**src/rtl/lane_rr_arbiter.sv**
```systemverilog
// Four-lane round-robin arbiter feeding a one-entry valid/ready output register.
// Define LANE_ARB_FIXED_PRIO_EN for fixed priority (lane 0 highest) instead of round-robin.
module lane_rr_arbiter #(
  parameter int unsigned DW      = 4,
  parameter int unsigned TIMEOUT = 0,
  parameter int unsigned TO_W    = 8,
  parameter int unsigned RST_PTR = 0
) (
  input  logic          i_clk,
  input  logic          i_rst,
  input  logic [3:0]    i_req,
  input  logic [DW-1:0] i_d0,
  input  logic [DW-1:0] i_d1,
  input  logic [DW-1:0] i_d2,
  input  logic [DW-1:0] i_d3,
  output logic [3:0]    o_ack,
  output logic [1:0]    o_sel,
  output logic          o_out_valid,
  output logic [DW-1:0] o_out_data,
  output logic [1:0]    o_out_lane,
  input  logic          i_out_ready,
  output logic          o_drop
);

  localparam logic       S_IDLE = 1'b0;
  localparam logic       S_HOLD = 1'b1;
  localparam logic [1:0] PTR_INIT = 2'(RST_PTR);
  localparam logic [TO_W-1:0] TO_LAST = TO_W'(TIMEOUT - 1);

  logic            r_state;
  logic [1:0]      r_ptr;
  logic [TO_W-1:0] r_cnt;
  logic [1:0]      r_sel;
  logic [DW-1:0]   r_data;
  logic [1:0]      r_lane;

  logic [1:0]      w_win;
  logic            w_hit;
  logic            w_load;
  logic [DW-1:0]   w_data;

`ifdef LANE_ARB_FIXED_PRIO_EN
  always_comb begin
    w_win = 2'd0;
    for (int k = 3; k >= 0; k--) begin
      if (i_req[k]) w_win = 2'(k);
    end
  end
`else
  logic [1:0] w_idx;
  logic       w_seen;

  // Scan starts at the pointer so the last winner has lowest priority next time.
  always_comb begin
    w_win  = r_ptr;
    w_seen = 1'b0;
    w_idx  = r_ptr;
    for (int k = 0; k < 4; k++) begin
      w_idx = r_ptr + 2'(k);
      if (!w_seen && i_req[w_idx]) begin
        w_win  = w_idx;
        w_seen = 1'b1;
      end
    end
  end
`endif

  always_comb begin
    w_data = i_d0;
    case (w_win)
      2'd0: w_data = i_d0;
      2'd1: w_data = i_d1;
      2'd2: w_data = i_d2;
      2'd3: w_data = i_d3;
    endcase
  end

  always_comb begin
    w_hit = 1'b0;
    if (TIMEOUT != 0) begin
      w_hit = (r_state == S_HOLD) && (r_cnt == TO_LAST) && !i_out_ready;
    end
  end

  // Gating with reset keeps ack and drop quiet during the reset cycle.
  assign w_load      = !i_rst && (|i_req) && ((r_state == S_IDLE) || i_out_ready || w_hit);
  assign o_ack       = w_load ? (4'b0001 << w_win) : 4'b0000;
  assign o_sel       = w_load ? w_win : r_sel;
  assign o_drop      = w_hit && !i_rst;
  assign o_out_valid = (r_state == S_HOLD);
  assign o_out_data  = r_data;
  assign o_out_lane  = r_lane;

  always_ff @(posedge i_clk) begin
    if (i_rst) begin
      r_state <= S_IDLE;
      r_ptr   <= PTR_INIT;
      r_cnt   <= '0;
      r_sel   <= 2'd0;
      r_data  <= '0;
      r_lane  <= 2'd0;
    end else if (w_load) begin
      r_state <= S_HOLD;
      r_cnt   <= '0;
      r_sel   <= w_win;
      r_data  <= w_data;
      r_lane  <= w_win;
`ifndef LANE_ARB_FIXED_PRIO_EN
      r_ptr   <= w_win + 2'd1;
`endif
    end else if (r_state == S_HOLD) begin
      if (i_out_ready || w_hit) begin
        r_state <= S_IDLE;
        r_cnt   <= '0;
      end else if (TIMEOUT != 0) begin
        r_cnt   <= r_cnt + 1'b1;
      end
    end
  end

endmodule
```
**config.mk**
```make
export PLATFORM = sky130hd
export DESIGN_NAME = lane_rr_arbiter
export DESIGN_NICKNAME = d
export VERILOG_FILES = /design/src/rtl/lane_rr_arbiter.sv
export SDC_FILE = /design/constraint.sdc
export NUM_CORES = 1
export LEC_CHECK = 0
export CAP_MARGIN = 20
export CORE_MARGIN = 2
export CORE_UTILIZATION = 42
export DETAILED_ROUTE_END_ITERATION = 12
export PLACE_DENSITY = 0.8
export RECOVER_POWER = 25
export SLEW_MARGIN = 20
export SYNTH_ARGS = -nofsm -noshare
export SYNTH_HDL_FRONTEND = slang
export SYNTH_SLANG_ARGS = --single-unit
```
**constraint.sdc**
```tcl
create_clock -name i_clk -period 4.5 [get_ports i_clk]
set_clock_uncertainty 0.15 [all_clocks]
set_input_delay 0.9 -clock i_clk [delete_from_list [all_inputs] [get_ports i_clk]]
set_output_delay 0.9 -clock i_clk [all_outputs]
set_load 0.05 [all_outputs]
```
Yosys cells after proc, flatten, opt, wreduce, memory -nomap -nowiden. Index checks and enable logic that the tools add are counted.

Add/sub/neg operators: 4. Order comparisons: 4. Eq/ne operators: 3. Shifts and indexed selects: 1. Mux-type cells: 20. Bitwise gates (word level): 1. Reduce and logical (&&, ||, !) cells: 12.

Operators with widths (count): $pmux W4 S4 (1); $lt A2 B3 Y1 const B (4); $mux W1 (10); $bmux W1 S2 (4); $mux W2 (4); $logic_and A1 B1 Y1 (5); $add A2 B1 Y2 const B (2); $add A2 B2 Y2 const B (2); $eq A2 B2 Y1 const B (2); $logic_not A1 Y1 (4); $mux W4 (1); $reduce_or A4 Y1 (1); $shl A1 B2 Y4 const A (1); $eq A2 B1 Y1 const B (1); $logic_not A2 Y1 (1); $logic_or A1 B1 Y1 (1); $not A1 Y1 (1).

Register bits after elaboration: 11. Input bits: 23.

Logic depth before layout (Yosys ltp). Gate-level depths: netlist (run 1).

Word-level depth: 14. Mapped depth: 9.

Least setup slack after synthesis (run 1). No wires, ideal clock.

Kind: input-to-output. Start point: input port i_req[2]. End point: output port o_sel[1]. Arrival: 2.373 ns. Path slack: 1.077 ns. Stages: 4. Buffers on the path: 1. Path through: nor4_2 > nor3_4 > buf_6 > a21oi_1.

Word-level cells in the longest chain between the ends: 13. Elaborated cells on any way between the ends: 24.

RTL lines: start: declaration (line 11) `input logic [3:0] i_req,`; $bmux W1 S2 (line 60) `if (!w_seen && i_req[w_idx]) begin`; $mux W1 (not written as such) (line 60); $mux W1 (line 60); $logic_not A1 Y1 (line 60); $logic_and A1 B1 Y1 (line 60); $mux W1 (line 60); $logic_not A1 Y1 (line 60); $logic_and A1 B1 Y1 (line 60); $mux W1 (line 60); $logic_not A1 Y1 (line 60); $logic_and A1 B1 Y1 (line 60); $mux W2 (line 60); $mux W2 *; end: declaration (line 17) `output logic [1:0] o_sel,`.

Mark *: on every way between the ends. The rest lies on a longest branch, timed or not. The select of a mux whose other input is x is not followed.

Worst setup path after layout (run 1).
Start point: input port i_req[3]. End point: output port o_sel[0].

Same word-level chain as after synthesis.

==> results of run 1 <==
## flip-flops by register name, summed over array words and instances (netlist names)
name	cells
o_out_data	4
o_out_lane	2
o_out_valid	1
r_ptr	2
r_sel	2
## power by group through the flow
stage | logic, mW | registers (mW) | clock network [mW]
after floorplan | 0.0899 | 0.144 | 0
after global routing | 0.195 | 0.117 | 0.0734
after CTS | 0.184 | 0.116 | 0.0693
after detailed placement | 0.183 | 0.118 | 0
after global placement | 0.181 | 0.118 | 0
final | 0.182 | 0.116 | 0.0675
## stage by stage
step / std cells / util / setup WS (ns) / hold slack, ns
final: 141 / 0.683 / 0.310 / 0.330
after global routing: 141 / 0.683 / 0.169 / 0.368
after CTS: 141 / 0.689 / 0.466 / 0.334
after detailed placement: 137 / 0.673 / 0.466 / 0.319
after global placement: 137 / 0.673 / 0.485 / 0.317
after floorplan: 86 / - / 1.08 / 0.310
## per-layer routing
layer | GRT usage | up-vias | part of all wire
met5 | 0 | - | 0
met4 | 0.0514 | 0 | 0.0092
met3 | 0.0392 | 2 | 0.033
met2 | 0.342 | 19 | 0.48
met1 | 0.234 | 359 | 0.48
li1 | - | 390 | -
## worst max path at each step
stage               depth (start not counted)        to  startpoint  slack, ns
CTS                                         6  o_sel[0]    i_req[3]       0.47
detailed placement                          6  o_sel[0]    i_req[3]       0.47
global placement                            6  o_sel[0]    i_req[3]       0.48
floorplan                                   4  o_sel[1]    i_req[2]       1.08
global route                                7  o_ack[3]    i_req[3]       0.17
finish                                      6  o_sel[0]    i_req[3]       0.31
## cell type report
class                      count  area (sq um)  area share
clock buffer                   4          26.3      0.0228
inverter                       8          30.0      0.0260
multi-input combinational     63           462       0.400
sequential                    11           220       0.191
tap                           17          21.3      0.0184
timing repair buffer          38           394       0.342
## Yosys cell counts, drive strengths merged
library cell  number  area (sq um)
dfxtp             11           220
inv                8          30.0
a21oi              7          35.0
o21ai              7          38.8
nor2               6          22.5
a221oi             4          35.0
mux2i              4          40.0
o32ai              4          35.0
a211oi             3          27.5
buf                3          23.8
ha                 3          37.5
nor2b              3          21.3
nor3               3          26.3
and2               2          12.5
and2b              2          16.3
nand2b             2          12.5
nor3b              2          15.0
nor4               2          25.0
a21o               1          7.51
and3               1          6.26
and3b              1          10.0
clkbuf             1          3.75
conb               1          3.75
nand2              1          3.75
nand3              1          5.00
o21a               1          7.51
o21bai             1          7.51
o311ai             1          16.3
## critical path, cell delays in order
cell	delay (ns)
clkdlybuf4s50_1	0.52
nor4_1	0.59
nor3_4	0.07
nand2b_1	0.18
nand2_1	0.07
clkdlybuf4s50_1	0.80
## cell families after synthesis
logic type,Yosys count,synth area share
other cells,1,0.00503
simple gates,26,0.237
mux,4,0.0537
compound gates,29,0.282
fa+ha+maj,3,0.0503
buf+inv,12,0.0772
flops,11,0.295
==> flow_metrics.py, run 1 <==
metrics = {
    "grt": {
        "grt.overflow.total": 0,
        "grt_pass1_wl_um": 3000,
        "antenna_found_initial": 0,
        "grt_usage": 0.193,
        "grt_pass1_vias": 706,
        "grt_max_degree": 19,
    },
    "setup_path": {
        "required_ns": 3.45,
        "r2r_end": "o_out_data[0]",
        "cp-start-kind": "input port",
        "r2r_slack_ns": 2.13,
        "crit_fanout": 7,
        "worstSetupEndpointType": "output port",
        "arrival_ns": 3.14,
        "reg2regPathDepth": 9,
        "critPathKind": "in -> out",
        "reg2reg_from": "r_ptr[0]",
    },
    "detailed_routing": {
        "antenna_left": 0,
        "firstDrtPassIters": 4,
        "routed_wl_um": 1850,
        "wl_per_cell_um": 13.1,
        "route.vias.total": 770,
        "drt_iter0_markers": 7,
        "vias_per_cell": 5.46,
        "drc": 0,
    },
    "min_path": {
        "min_path_type": "reg -> reg",
        "min_to": "o_out_lane[0]",
        "min_path_cells": 2,
        "worstHoldStart": "o_out_lane[0]",
    },
    "synth": {
        "syn_inst": 86,
        "syn-num-nets": 112,
        "yosys_warnings": 0,
        "yosysSeqAreaShare": 0.295,
        "synth.distinct_cells": 35,
        "syn_avg_cell_area_sq_um": 8.67,
        "netlist_area_sq_um": 746,
        "ys_ff_latch": 11,
    },
    "run_status": {
        "status": "completed",
    },
    "timing": {
        "worst_pin_slew_ns": 0.812,
        "hold_viol_final": 0,
        "max_freq_mhz": 239,
        "slew_headroom": 0.459,
        "min_period_ns": 4.19,
        "tns_ns": 0,
        "finalCritPeriodShare": 0.931,
        "finalMaxSlewViolations": 0,
        "finalSetupViolCount": 0,
        "rsz0062_at_grt": "no",
    },
    "die": {
        "die-height_um": 46.1,
        "design.die.area_sq_um": 2130,
        "num_rows": 15,
        "core_area_sq_um": 1690,
        "die_x_um": 46.1,
        "ioPinCount": 37,
        "start_util": 0.441,
    },
    "pwr": {
        "p_total_mw": 0.365,
        "powerDensity_nw_per_um2": 316,
        "p_sw_mw": 0.145,
        "switching_share": 0.398,
        "p_leak_nw": 0.474,
        "seq_power_share": 0.317,
        "pwr-share-clk": 0.185,
        "p_int_mw": 0.220,
        "ir_drop_mv": 0.164,
        "pwr-share-comb": 0.498,
    },
    "cells_and_area": {
        "drive_gt1_frac": 0.145,
        "antenna_cells": 0,
        "layout_common_cells": "clkdlybuf4s50_1 (27), dfxtp_1 (11), inv_1 (8)",
        "final_area_sq_um": 1150,
        "fillers": 149,
        "final_common_cell": "clkdlybuf4s50_1",
        "finalNetCount": 151,
        "area_growth_pct": 54.7,
    },
    "clocking": {
        "clk-insertion-delay-late_ns": 0.26,
        "clk_pin_slew_ns": 0.07,
        "cts-root-buf": "clkbuf_4",
        "tritoncts": "built",
        "cts_sinks": 11,
        "cts-buffers-inserted": 3,
        "cts_buffer_depth": 2,
        "cts_max_level": 1,
        "cts_setup_buffers": 0,
        "cts_resized": 0,
        "cts_hold_buffers": 0,
    },
    "placed_design": {
        "portBuffers": 35,
        "gp_congestion": 0.783,
        "dp_hpwl_um": 1460,
        "place_area_sq_um": 1140,
    },
    "run": {
        "max-cap-violations": 0,
    },
}
Power figures use the tool's default switching activity.
==> inputs of run 2 (changes only) <==
- CORE_UTILIZATION: 42 -> 35
- PLACE_DENSITY: 0.8 -> 0.68
==> run 2 against run 1 <==
  * Via count fell by 2.1%
  * Total power rose by 0.47%
  * Sequential share of layout area fell by 0.35 points
  * Die area rose by 18%
  * Worst hold slack improved by 0.00073 ns
  * Cell count rose by 6.4%
  * Flip-flop and latch count did not move
  * Final area rose by 1.8%
  * Combinational power barely moved
==> flow_metrics.py, run 2 (synthesized netlist as in run 1, its figures left out) <==
metrics = {
    "run_status": {
        "status": "completed",
    },
    "setup_path": {
        "path_delay_family": "buffers and inverters",
        "required_ns": 3.45,
        "crit_fanout": 7,
        "cp_num_buf_inv": 2,
        "path_cells": "clkdlybuf4s50_1, nor4_1, nor3_4, nand2b_1, nand2_1, clkdlybuf4s50_1",
        "critical_path.max_stage_delay_ns": 0.80,
        "reg2reg_from": "r_ptr[0]",
        "r2r_slack_ns": 2.12,
        "worstSetupEndpointType": "output port",
        "r2r_end": "o_out_data[2]",
        "cp.depth": 6,
        "startpoint": "i_req[3]",
        "critPathKind": "in -> out",
        "slowest_stage": "clkdlybuf4s50_1",
        "cp-endpoint": "o_sel[0]",
        "cp_common_cell": "clkdlybuf4s50_1",
        "arrival_ns": 3.13,
        "reg2regPathDepth": 8,
        "cp-start-kind": "input port",
    },
    "cells_and_area": {
        "final_common_cell": "clkdlybuf4s50_1",
        "area_growth_pct": 57.6,
        "fillers": 175,
        "antenna_cells": 0,
        "drive_gt1_frac": 0.146,
        "finalNetCount": 150,
        "layout_common_cells": "clkdlybuf4s50_1 (27), dfxtp_1 (11), inv_1 (8)",
        "multi_input_area_sq_um": 462,
        "seq_area_sq_um": 220,
        "fin_cells": 150,
        "largest_reg_flops": 4,
    },
    "min_path": {
        "min_path_type": "reg -> reg",
        "worstHoldStart": "r_sel[0]",
    },
    "clocking": {
        "cts_setup_buffers": 0,
        "clk_pin_slew_ns": 0.07,
        "cts_resized": 0,
        "cts_sinks": 11,
        "clk-insertion-delay-late_ns": 0.27,
        "cts-buffers-inserted": 3,
        "cts_hold_buffers": 0,
        "cts_buffer_depth": 2,
        "tritoncts": "built",
        "cts_max_level": 1,
        "cts-root-buf": "clkbuf_4",
    },
    "pwr": {
        "p_leak_nw": 0.477,
        "ir_drop_mv": 0.160,
        "powerDensity_nw_per_um2": 312,
    },
    "timing": {
        "finalCritPeriodShare": 0.928,
        "holdWs_ns": 0.331,
        "min_period_ns": 4.18,
        "finalMaxSlewViolations": 0,
        "rsz0062_at_grt": "no",
        "hold_viol_final": 0,
        "max_freq_mhz": 239,
        "finalSetupViolCount": 0,
        "slew_headroom": 0.500,
        "tns_ns": 0,
        "worst_pin_slew_ns": 0.749,
    },
    "die": {
        "die_x_um": 50.2,
        "num_rows": 16,
        "ioPinCount": 37,
        "core_area_sq_um": 1980,
        "design.die.area_sq_um": 2520,
        "die-height_um": 50.2,
        "start_util": 0.376,
    },
    "grt": {
        "grt_pass1_wl_um": 2840,
        "grt_max_degree": 19,
        "grt.overflow.total": 0,
        "grt_pass1_vias": 672,
        "antenna_found_initial": 0,
        "grt_usage": 0.144,
    },
    "detailed_routing": {
        "top_layer_used": "met4",
        "wl_per_cell_um": 11.9,
        "drt_iter0_markers": 4,
        "firstDrtPassIters": 2,
        "drc": 0,
        "routed_wl_um": 1780,
        "wl_met1_um": 852,
        "vias_per_cell": 5.03,
        "wl_met3_um": 129,
        "routed-wl-met2_um": 782,
        "route.vias.total": 754,
        "antenna_left": 0,
    },
    "placed_design": {
        "dp.cells": 146,
        "dp_hpwl_um": 1380,
        "gp_congestion": 0.670,
        "portBuffers": 35,
    },
    "run": {
        "max-cap-violations": 0,
    },
}
==> run 2: worst min-delay path: stages (launching register included) <==
cell and delay (ns):
dfxtp_1 0.30, nand2b_1 0.08, a21oi_1 0.06
==> run 2: per-stage QoR <==
| stage | cell area [sq um] | power [mW] | worst slack (ns) | util |
|---|---|---|---|---|
| finish | 1170 | 0.366 | 0.324 | 0.593 |
| detailed placement | 1150 | 0.303 | 0.463 | 0.583 |
| CTS | 1180 | 0.370 | 0.450 | 0.596 |
| global route | 1170 | 0.388 | 0.181 | 0.593 |
| global placement | 1150 | 0.301 | 0.469 | 0.583 |
| floorplan | 746 | 0.234 | 1.08 | - |
==> run 2: worst min-delay path by stage <==
stage / end / slack (ns) / cells past startpoint
2_1_floorplan: r_sel[0] / 0.31 / 2
3_3_place_gp: o_out_lane[0] / 0.32 / 2
3_5_place_dp: r_sel[0] / 0.32 / 2
4_1_cts: r_sel[0] / 0.33 / 2
5_1_grt: r_sel[0] / 0.37 / 2
6_report: r_sel[0] / 0.33 / 2
==> run 2: per-layer routing <==
layer  vias up  GRT usage
met1       331      0.196
met5         -          0
met2        29      0.217
li1        390          -
met4         0     0.0556
met3         4     0.0357
==> run 2: cell type report <==
cell class                      instances  share of cell area
Clock buffer                            4              0.0224
Inverter                                8              0.0256
Multi-Input combinational cell         63               0.393
Sequential cell                        11               0.187
Tap cell                               27              0.0288
Timing Repair Buffer                   37               0.343
==> run 2: where the power goes <==
group / leakage, nW / internal, mW / total, mW / switching, mW
registers: 0.0910 / 0.109 / 0.116 / 0.00717
clock network: 0.0150 / 0.0343 / 0.0675 / 0.0332
logic: 0.371 / 0.0781 / 0.183 / 0.104
==> inputs of run 3 (changes only) <==
- CTS_CLUSTER_DIAMETER: not set -> 30
==> results of run 3 <==
Same layout as run 2: the final DEF is identical, and so are final timing and power.
